$ cat src/rtl/mips_pkg.sv
// Shared definitions for the MIPS program-loading path.
//   WORD_W         : instruction word width
//   BYTE_W         : width of one program byte on the load stream
//   loader_state_t : imem_loader FSM states
package mips_pkg;

  localparam int unsigned WORD_W = 32;
  localparam int unsigned BYTE_W = 8;

  typedef enum logic [1:0] {
    IDLE,
    RECV,
    WRITE,
    DONE
  } loader_state_t;

endpackage

$ cat src/rtl/imem_loader.sv
// Program loader for the MIPS instruction memory.
// Takes a byte stream over valid/ready, packs it big-endian into 32-bit
// words and writes each word to consecutive word addresses. The core is
// held in reset (cpu_rst=1) until the load completes.
//
// Ports:
//   clk, rst              clock, asynchronous active-high reset
//   start                 begin a load (honoured in IDLE and DONE only)
//   byte_valid/byte_data  program byte stream
//   byte_last             marks the final byte (qualified by byte_valid)
//   byte_ready            loader accepts a byte this cycle
//   mem_we/addr/wdata     instruction-memory write port, one strobe per word
//   cpu_rst               reset to the MIPS core
//   done                  load complete
//   overflow              memory filled before byte_last arrived
//   word_count            words written during this load
// All outputs are registered.
module imem_loader
  import mips_pkg::*;
#(
  parameter int unsigned ADDR_W = 8
) (
  input  logic              clk,
  input  logic              rst,
  input  logic              start,
  input  logic              byte_valid,
  input  logic [BYTE_W-1:0] byte_data,
  input  logic              byte_last,
  output logic              byte_ready,
  output logic              mem_we,
  output logic [ADDR_W-1:0] mem_addr,
  output logic [WORD_W-1:0] mem_wdata,
  output logic              cpu_rst,
  output logic              done,
  output logic              overflow,
  output logic [ADDR_W:0]   word_count
);

  localparam logic [ADDR_W-1:0] ADDR_MAX = '1;

  loader_state_t     state_q, state_d;
  logic [1:0]        lane_q, lane_d;
  logic [WORD_W-1:0] shreg_q, shreg_d;
  logic              last_q, last_d;

  logic              byte_ready_d;
  logic              mem_we_d;
  logic [ADDR_W-1:0] mem_addr_d;
  logic [WORD_W-1:0] mem_wdata_d;
  logic              cpu_rst_d;
  logic              done_d;
  logic              overflow_d;
  logic [ADDR_W:0]   word_count_d;

  logic              accept;
  logic [WORD_W-1:0] merged;

  // byte_ready is only ever high in RECV, so accept implies RECV.
  assign accept = byte_valid && byte_ready;

  // Current shift register with the incoming byte dropped into its lane;
  // unfilled low lanes stay zero because shreg is cleared per word.
  always_comb begin
    merged = shreg_q;
    case (lane_q)
      2'd0:    merged[31:24] = byte_data;
      2'd1:    merged[23:16] = byte_data;
      2'd2:    merged[15:8]  = byte_data;
      default: merged[7:0]   = byte_data;
    endcase
  end

  always_comb begin
    state_d      = state_q;
    lane_d       = lane_q;
    shreg_d      = shreg_q;
    last_d       = last_q;
    byte_ready_d = byte_ready;
    mem_we_d     = 1'b0;
    mem_addr_d   = mem_addr;
    mem_wdata_d  = mem_wdata;
    cpu_rst_d    = cpu_rst;
    done_d       = done;
    overflow_d   = overflow;
    word_count_d = word_count;

    case (state_q)
      IDLE, DONE: begin
        if (start) begin
          state_d      = RECV;
          lane_d       = '0;
          shreg_d      = '0;
          last_d       = 1'b0;
          mem_addr_d   = '0;
          word_count_d = '0;
          overflow_d   = 1'b0;
          byte_ready_d = 1'b1;
          cpu_rst_d    = 1'b1;
          done_d       = 1'b0;
        end
      end

      RECV: begin
        if (accept) begin
          shreg_d = merged;
          lane_d  = lane_q + 2'd1;
          if (lane_q == 2'd3 || byte_last) begin
            state_d      = WRITE;
            byte_ready_d = 1'b0;
            mem_we_d     = 1'b1;
            mem_wdata_d  = merged;
            last_d       = byte_last;
          end
        end
      end

      WRITE: begin
        word_count_d = word_count + 1'b1;
        lane_d       = '0;
        shreg_d      = '0;
        // Address saturates at the top slot; the overflow path ends the load.
        if (mem_addr != ADDR_MAX) begin
          mem_addr_d = mem_addr + 1'b1;
        end
        if (last_q) begin
          state_d   = DONE;
          done_d    = 1'b1;
          cpu_rst_d = 1'b0;
        end else if (mem_addr == ADDR_MAX) begin
          state_d    = DONE;
          done_d     = 1'b1;
          cpu_rst_d  = 1'b0;
          overflow_d = 1'b1;
        end else begin
          state_d      = RECV;
          byte_ready_d = 1'b1;
        end
      end

      default: state_d = IDLE;
    endcase
  end

  always_ff @(posedge clk or posedge rst) begin
    if (rst) begin
      state_q    <= IDLE;
      lane_q     <= '0;
      shreg_q    <= '0;
      last_q     <= 1'b0;
      byte_ready <= 1'b0;
      mem_we     <= 1'b0;
      mem_addr   <= '0;
      mem_wdata  <= '0;
      cpu_rst    <= 1'b1;
      done       <= 1'b0;
      overflow   <= 1'b0;
      word_count <= '0;
    end else begin
      state_q    <= state_d;
      lane_q     <= lane_d;
      shreg_q    <= shreg_d;
      last_q     <= last_d;
      byte_ready <= byte_ready_d;
      mem_we     <= mem_we_d;
      mem_addr   <= mem_addr_d;
      mem_wdata  <= mem_wdata_d;
      cpu_rst    <= cpu_rst_d;
      done       <= done_d;
      overflow   <= overflow_d;
      word_count <= word_count_d;
    end
  end

endmodule

$ cat config.mk
export PLATFORM = sky130hd
export DESIGN_NAME = imem_loader
export DESIGN_NICKNAME = d
export VERILOG_FILES = /design/src/rtl/mips_pkg.sv /design/src/rtl/imem_loader.sv
export SDC_FILE = /design/constraint.sdc
export NUM_CORES = 1
export LEC_CHECK = 0
export ABC_AREA = 1
export CORE_ASPECT_RATIO = 1.1
export CORE_UTILIZATION = 50
export DETAILED_ROUTE_END_ITERATION = 6
export GPL_TIMING_DRIVEN = 0
export PLACE_DENSITY = 0.86
export SETUP_SLACK_MARGIN = 0.3
export SYNTH_ARGS = -nofsm -noshare
export SYNTH_HDL_FRONTEND = slang
export SYNTH_SLANG_ARGS = --single-unit
$ cat constraint.sdc
create_clock -name clk -period 3.3 [get_ports clk]
set_input_delay 0.495 -clock clk [delete_from_list [all_inputs] [get_ports clk]]
set_output_delay 0.495 -clock clk [all_outputs]
set_load 0.005 [all_outputs]
Word-level counts from Yosys, hierarchy flattened
Cells that the tools add are included.
{"block": "totals", "reg_bits": 91, "wordCells": 90, "output_inout_bits": 54}
{"block": "classes", "add_sub_neg": 3, "n_eq_ne": 16, "n_reduce_logical": 17, "mux": 42}
{"operator": "$pmux W32 S3", "n": 1}
{"operator": "$mux W32", "n": 2}
{"operator": "$mux W8", "n": 6}
{"operator": "$pmux W9 S2", "n": 1}
{"operator": "$mux W1", "n": 16}
{"operator": "$pmux W8 S2", "n": 1}
{"operator": "$mux W2", "n": 7}
{"operator": "$ne A2 B2 Y1 const B", "n": 7}
{"operator": "$pmux W2 S3", "n": 2}
{"operator": "$reduce_and A3 Y1", "n": 4}
{"operator": "$add A9 B1 Y9 const B", "n": 1}
{"operator": "$mux W9", "n": 1}
{"operator": "$add A8 B1 Y8 const B", "n": 1}
{"operator": "$eq A2 B2 Y1 const B", "n": 4}
{"operator": "$eq A8 B8 Y1 const B", "n": 1}
{"operator": "$ne A8 B8 Y1 const B", "n": 1}
{"operator": "$pmux W1 S2", "n": 4}
{"operator": "$reduce_and A4 Y1", "n": 2}
{"operator": "$reduce_and A5 Y1", "n": 1}
{"operator": "$eq A2 B1 Y1 const B", "n": 2}
{"operator": "$logic_not A2 Y1", "n": 2}
{"operator": "$reduce_and A2 Y1", "n": 2}
{"operator": "$reduce_bool A2 Y1", "n": 2}
{"operator": "$ne A3 B3 Y1 const B", "n": 1}
{"operator": "6 further kinds", "n": 6}

Logic depth before layout (Yosys ltp)
{"block": "depth", "ltp_word": 5, "ltp_mapped": 9}

Worst setup path before layout
Ideal clock, no wire load.
{"block": "synth_timing", "kind": "register to register", "startpoint": "register state_q[0]", "endpoint": "register mem_addr[4]", "required_time_ns": 3.182, "path_stages_with_launch": 8, "arrival_ns": 1.448, "setup_time_ns": 0.118, "path_buffers": 1, "path_slack_ns": 1.735, "path_cell_list": "dfrtp_1 inv_1 ha_1 o21ai_4 nand2_4 buf_12 nand2_1 o21ai_2"}
{"block": "synth_between", "elab_chain_len": 4, "word_cells_on_any_way": 9}
{"item": "from (decl)", "line": "imem_loader.sv:41", "rtl": "loader_state_t state_q, state_d;"}
{"item": "from (signal assigned)", "line": "imem_loader.sv:159", "rtl": "state_q <= state_d;"}
{"item": "$eq A2 B2 Y1 or $logic_not A2 Y1 (tied branches)", "line": "imem_loader.sv:87", "rtl": "case (state_q)"}
{"item": "$reduce_or A2 Y1", "line": "imem_loader.sv:87"}
{"item": "$ne A2 B2 Y1 (no source line) or $reduce_bool A2 Y1 (tied branches)"}
{"item": "$reduce_and A3 Y1 (no source line)"}
{"item": "to (signal assigned)", "line": "imem_loader.sv:165", "rtl": "mem_addr <= mem_addr_d;"}
{"item": "to (decl)", "line": "imem_loader.sv:31", "rtl": "output logic [ADDR_W-1:0] mem_addr,"}
Several ways; a longest one is shown, not always the timed one.
A chain may end at the register's enable or synchronous reset.

Worst setup path after layout
{"block": "layout_timing", "startpoint": "register mem_addr[2]", "endpoint": "output port mem_addr[2]"}
No word-level cell between the ends.

==> metrics.md <==
| Metric | Value |
|---|---|
| Final worst-path cycle share | `57.6%` |
| Row Count | `34` |
| Setup bufs post-CTS | `0` |
| Largest net degree at the start of global routing | `50` |
| Final hold vios | `0` |
| Hold-fix buffers at CTS | `0` |
| CP max-delay cell | `clkdlybuf4s50_1` |
| PwrDens | `764 nW/um2` |
| Num CTS Buffers | `9` |
| Syn_nets | `510` |
| GPL Wtd Cong | `0.849` |
| CTS resizes | `0` |
| Avg Inst Size Synth | `8.73 um2` |
| Sequential share of the synthesized area | `53.6%` |
| Leak | `2.33 nW` |
| Final Slew Violations | `0` |
| Syn Inst Count | `487` |
| Worst-margin pin slew | `0.548 ns` |
| Pre-CTS setup slack | `1.31 ns` |
| Routed length per instance | `14.2 um` |
| Die area | `8880 um2` |
| I/O pin cnt | `67` |
| RSZ-0062 raised after global routing | `no` |
| Compound-cell area share of the yosys netlist | `16.7%` |
| IO buf count | `66` |
| DP HPWL | `6.78 mm` |
| Post-route antenna net violation count | `0` |
| Total wire length | `9.61 mm` |
| Area of the core | `8080 um2` |
| GRT Overall Usage | `23.3%` |
| Clock latency on the worst-skew pair | `0.38 ns` |
| Peak VDD IR | `0.449 mV` |
| Synth Area in Adders | `2.94%` |
| Post-synth EDFFs | `0` |
| Peak Freq | `526 MHz` |
| XOR/XNOR share of the synthesized area | `0%` |
| Finished Layout Cells | `678` |
| Min Tclk post-route | `1.90 ns` |
| Finished Cell Area | `5290 um2` |
| Nets | `588` |
| Area grow syn2layout | `24.5%` |
| TritonCTS clock tree | `built` |
| Vias | `3617` |
| Setup WS post-layout | `1.40 ns` |
| Vias in the first global route | `3587` |
| Post-synth ARST share | `100%` |
| Simple-gate share of the synthesized area | `18.6%` |
| DP Area | `5080 um2` |
| Critical path buffers and inverters | `1` |
| Root Driver | `clkbuf_8` |
| Multiplexer share of the synthesized area | `0%` |
| MaxCap Viol Count | `0` |
| DR DRC count | `0` |
| TritonCTS Sinks | `91` |
| Number of distinct library cells after synthesis | `29` |
| Placed Cells | `662` |
| Cell area after synthesis | `4250 um2` |
| Antenna Cells | `0` |
| WS Path Type | `flop to output pin` |
| Arrival time worst endpoint | `1.40 ns` |
| Crit path capture type | `output pin` |
| Clock transition at path regs | `0.09 ns` |
| Crit Path Max Fanout | `7` |
| Initial Util | `52.6%` |
| CTS max path bufs | `2` |
| TritonRoute pass-1 iters | `6` |
| Die Y | `98.7 um` |
| Crit-path leading delay family | `buffers and inverters` |
| Tightest Hold Check Type | `flop to flop` |
| Status | `finished clean` |
| Commonest non-fill, non-tap cell in the layout | `dfrtp_1` |
| Req. time, crit path | `2.80 ns` |
| Most frequent cells in the layout | `dfrtp_1 (90), nand2_1 (76), nor2_1 (76)` |
| Slew Limit Headroom | `63.5%` |
| Filler cell count | `626` |
| Vias/cell | `5.33` |
| Die X | `89.9 um` |
| Endpoints failing setup | `0` |
| CP Launch Type | `flop` |
| Layout cells sized above 1 | `9.65%` |
| Synthesis Warnings | `0` |
| Worst clock skew | `0.00969 ns` |
| Antenna violations before repair | `0` |
| First-pass GRT wire length | `16.3 mm` |
| Number of H-tree levels | `3` |
| FF+latch count, synth | `91` |
| Main flop type after synthesis | `dfrtp_1` |
| Initial DRC Count | `143` |
| Delay of the slowest critical-path stage | `0.55 ns` |
| Global route total overflow | `0` |
| Largest family of logic cells by synthesized area | `simple AND/OR/NAND/NOR gates` |
| Total Power | `4.05 mW` |
| Crit-path cells | `clkdlybuf4s50_1` |
[synthesized netlist by cell type (2+ instances only)]
master,n,share of area (%)
a21oi_1,62,7.3
nand4_1,4,0.59
clkbuf_1,4,0.35
inv_1,54,4.8
o21ai_2,5,1.0
nand2_1,76,6.7
nor2_4,3,0.79
nand3_1,16,1.9
dfrtp_1,90,53
nand3_2,2,0.47
buf_6,4,1.1
ha_1,10,2.9
o21bai_1,2,0.35
nor2_1,76,6.7
o22ai_1,28,4.1
inv_2,2,0.18
nand2_2,3,0.44
buf_2,12,1.4
o21ai_1,4,0.47
o21ai_0,21,2.5
[sequential cells by signal, summed over array words and instances, names as in the netlist]
name and flops:
mem_wdata 32, shreg_q 32, word_count 9, mem_addr 8
lane_q 2, state_q 2, byte_ready 1, cpu_rst 1
done 1, last_q 1, mem_we 1, overflow 1
[power by group]
group / switching [mW] / internal [mW] / total [mW]
Sequential: 0.185 / 1.41 / 1.60
Clock: 0.443 / 0.371 / 0.814
Combinational: 0.854 / 0.780 / 1.63
Total: 1.48 / 2.56 / 4.05
[stage by stage]
| step | setup TNS, ns | utilization (%) | hold WS, ns |
|---|---|---|---|
| after global placement | -77.03 | 62.4 | 0.449 |
| after detailed placement | 0 | 62.8 | 0.467 |
| final | 0 | 65.5 | 0.475 |
| after CTS | 0 | 65.5 | 0.481 |
| after floorplan | 0 | - | 0.451 |
| after global routing | 0 | 65.5 | 0.516 |
[cell type report]
type	instances	area (um2)	area share [%]
flip-flops and latches	91	2280	43.0
plain buffers	21	140	2.65
clock buffers	9	124	2.34
well taps	108	135	2.55
inverters	56	213	4.02
clock inverters	7	92.6	1.75
multi-input cells	319	1620	30.7
repair buffers	67	688	13.0
[logic make-up after synthesis]
kind of cell / after synthesis
AO/OA/AOI/OAI: 125
adder cells (fa/ha/maj): 10
AND/OR/NAND/NOR: 184
flip-flops: 91
buffers and inverters: 77
[final timing paths]
kind	depth (start not counted)	slack, ns	start	end
setup reg to reg	9	1.47	state_q[0]	state_q[1]
hold / removal	2	0.48	cpu_rst	cpu_rst
setup / recovery	1	1.40	mem_addr[2]	mem_addr[2]
min in group asynchronous	2	0.53	rst	mem_addr[0]
max in group asynchronous	3	2.17	rst	shreg_q[3]
hold reg to reg	2	0.48	cpu_rst	cpu_rst
[per-layer routing]
metal	track usage [%]	vias to the layer above	share of wire [%]
li1	-	1744	-
met2	38.9	117	49
met5	0	-	0
met1	28.5	1736	43
met4	11.8	0	2.4
met3	5.40	20	5.4
Note: power is estimated with default switching activity, not from simulation.
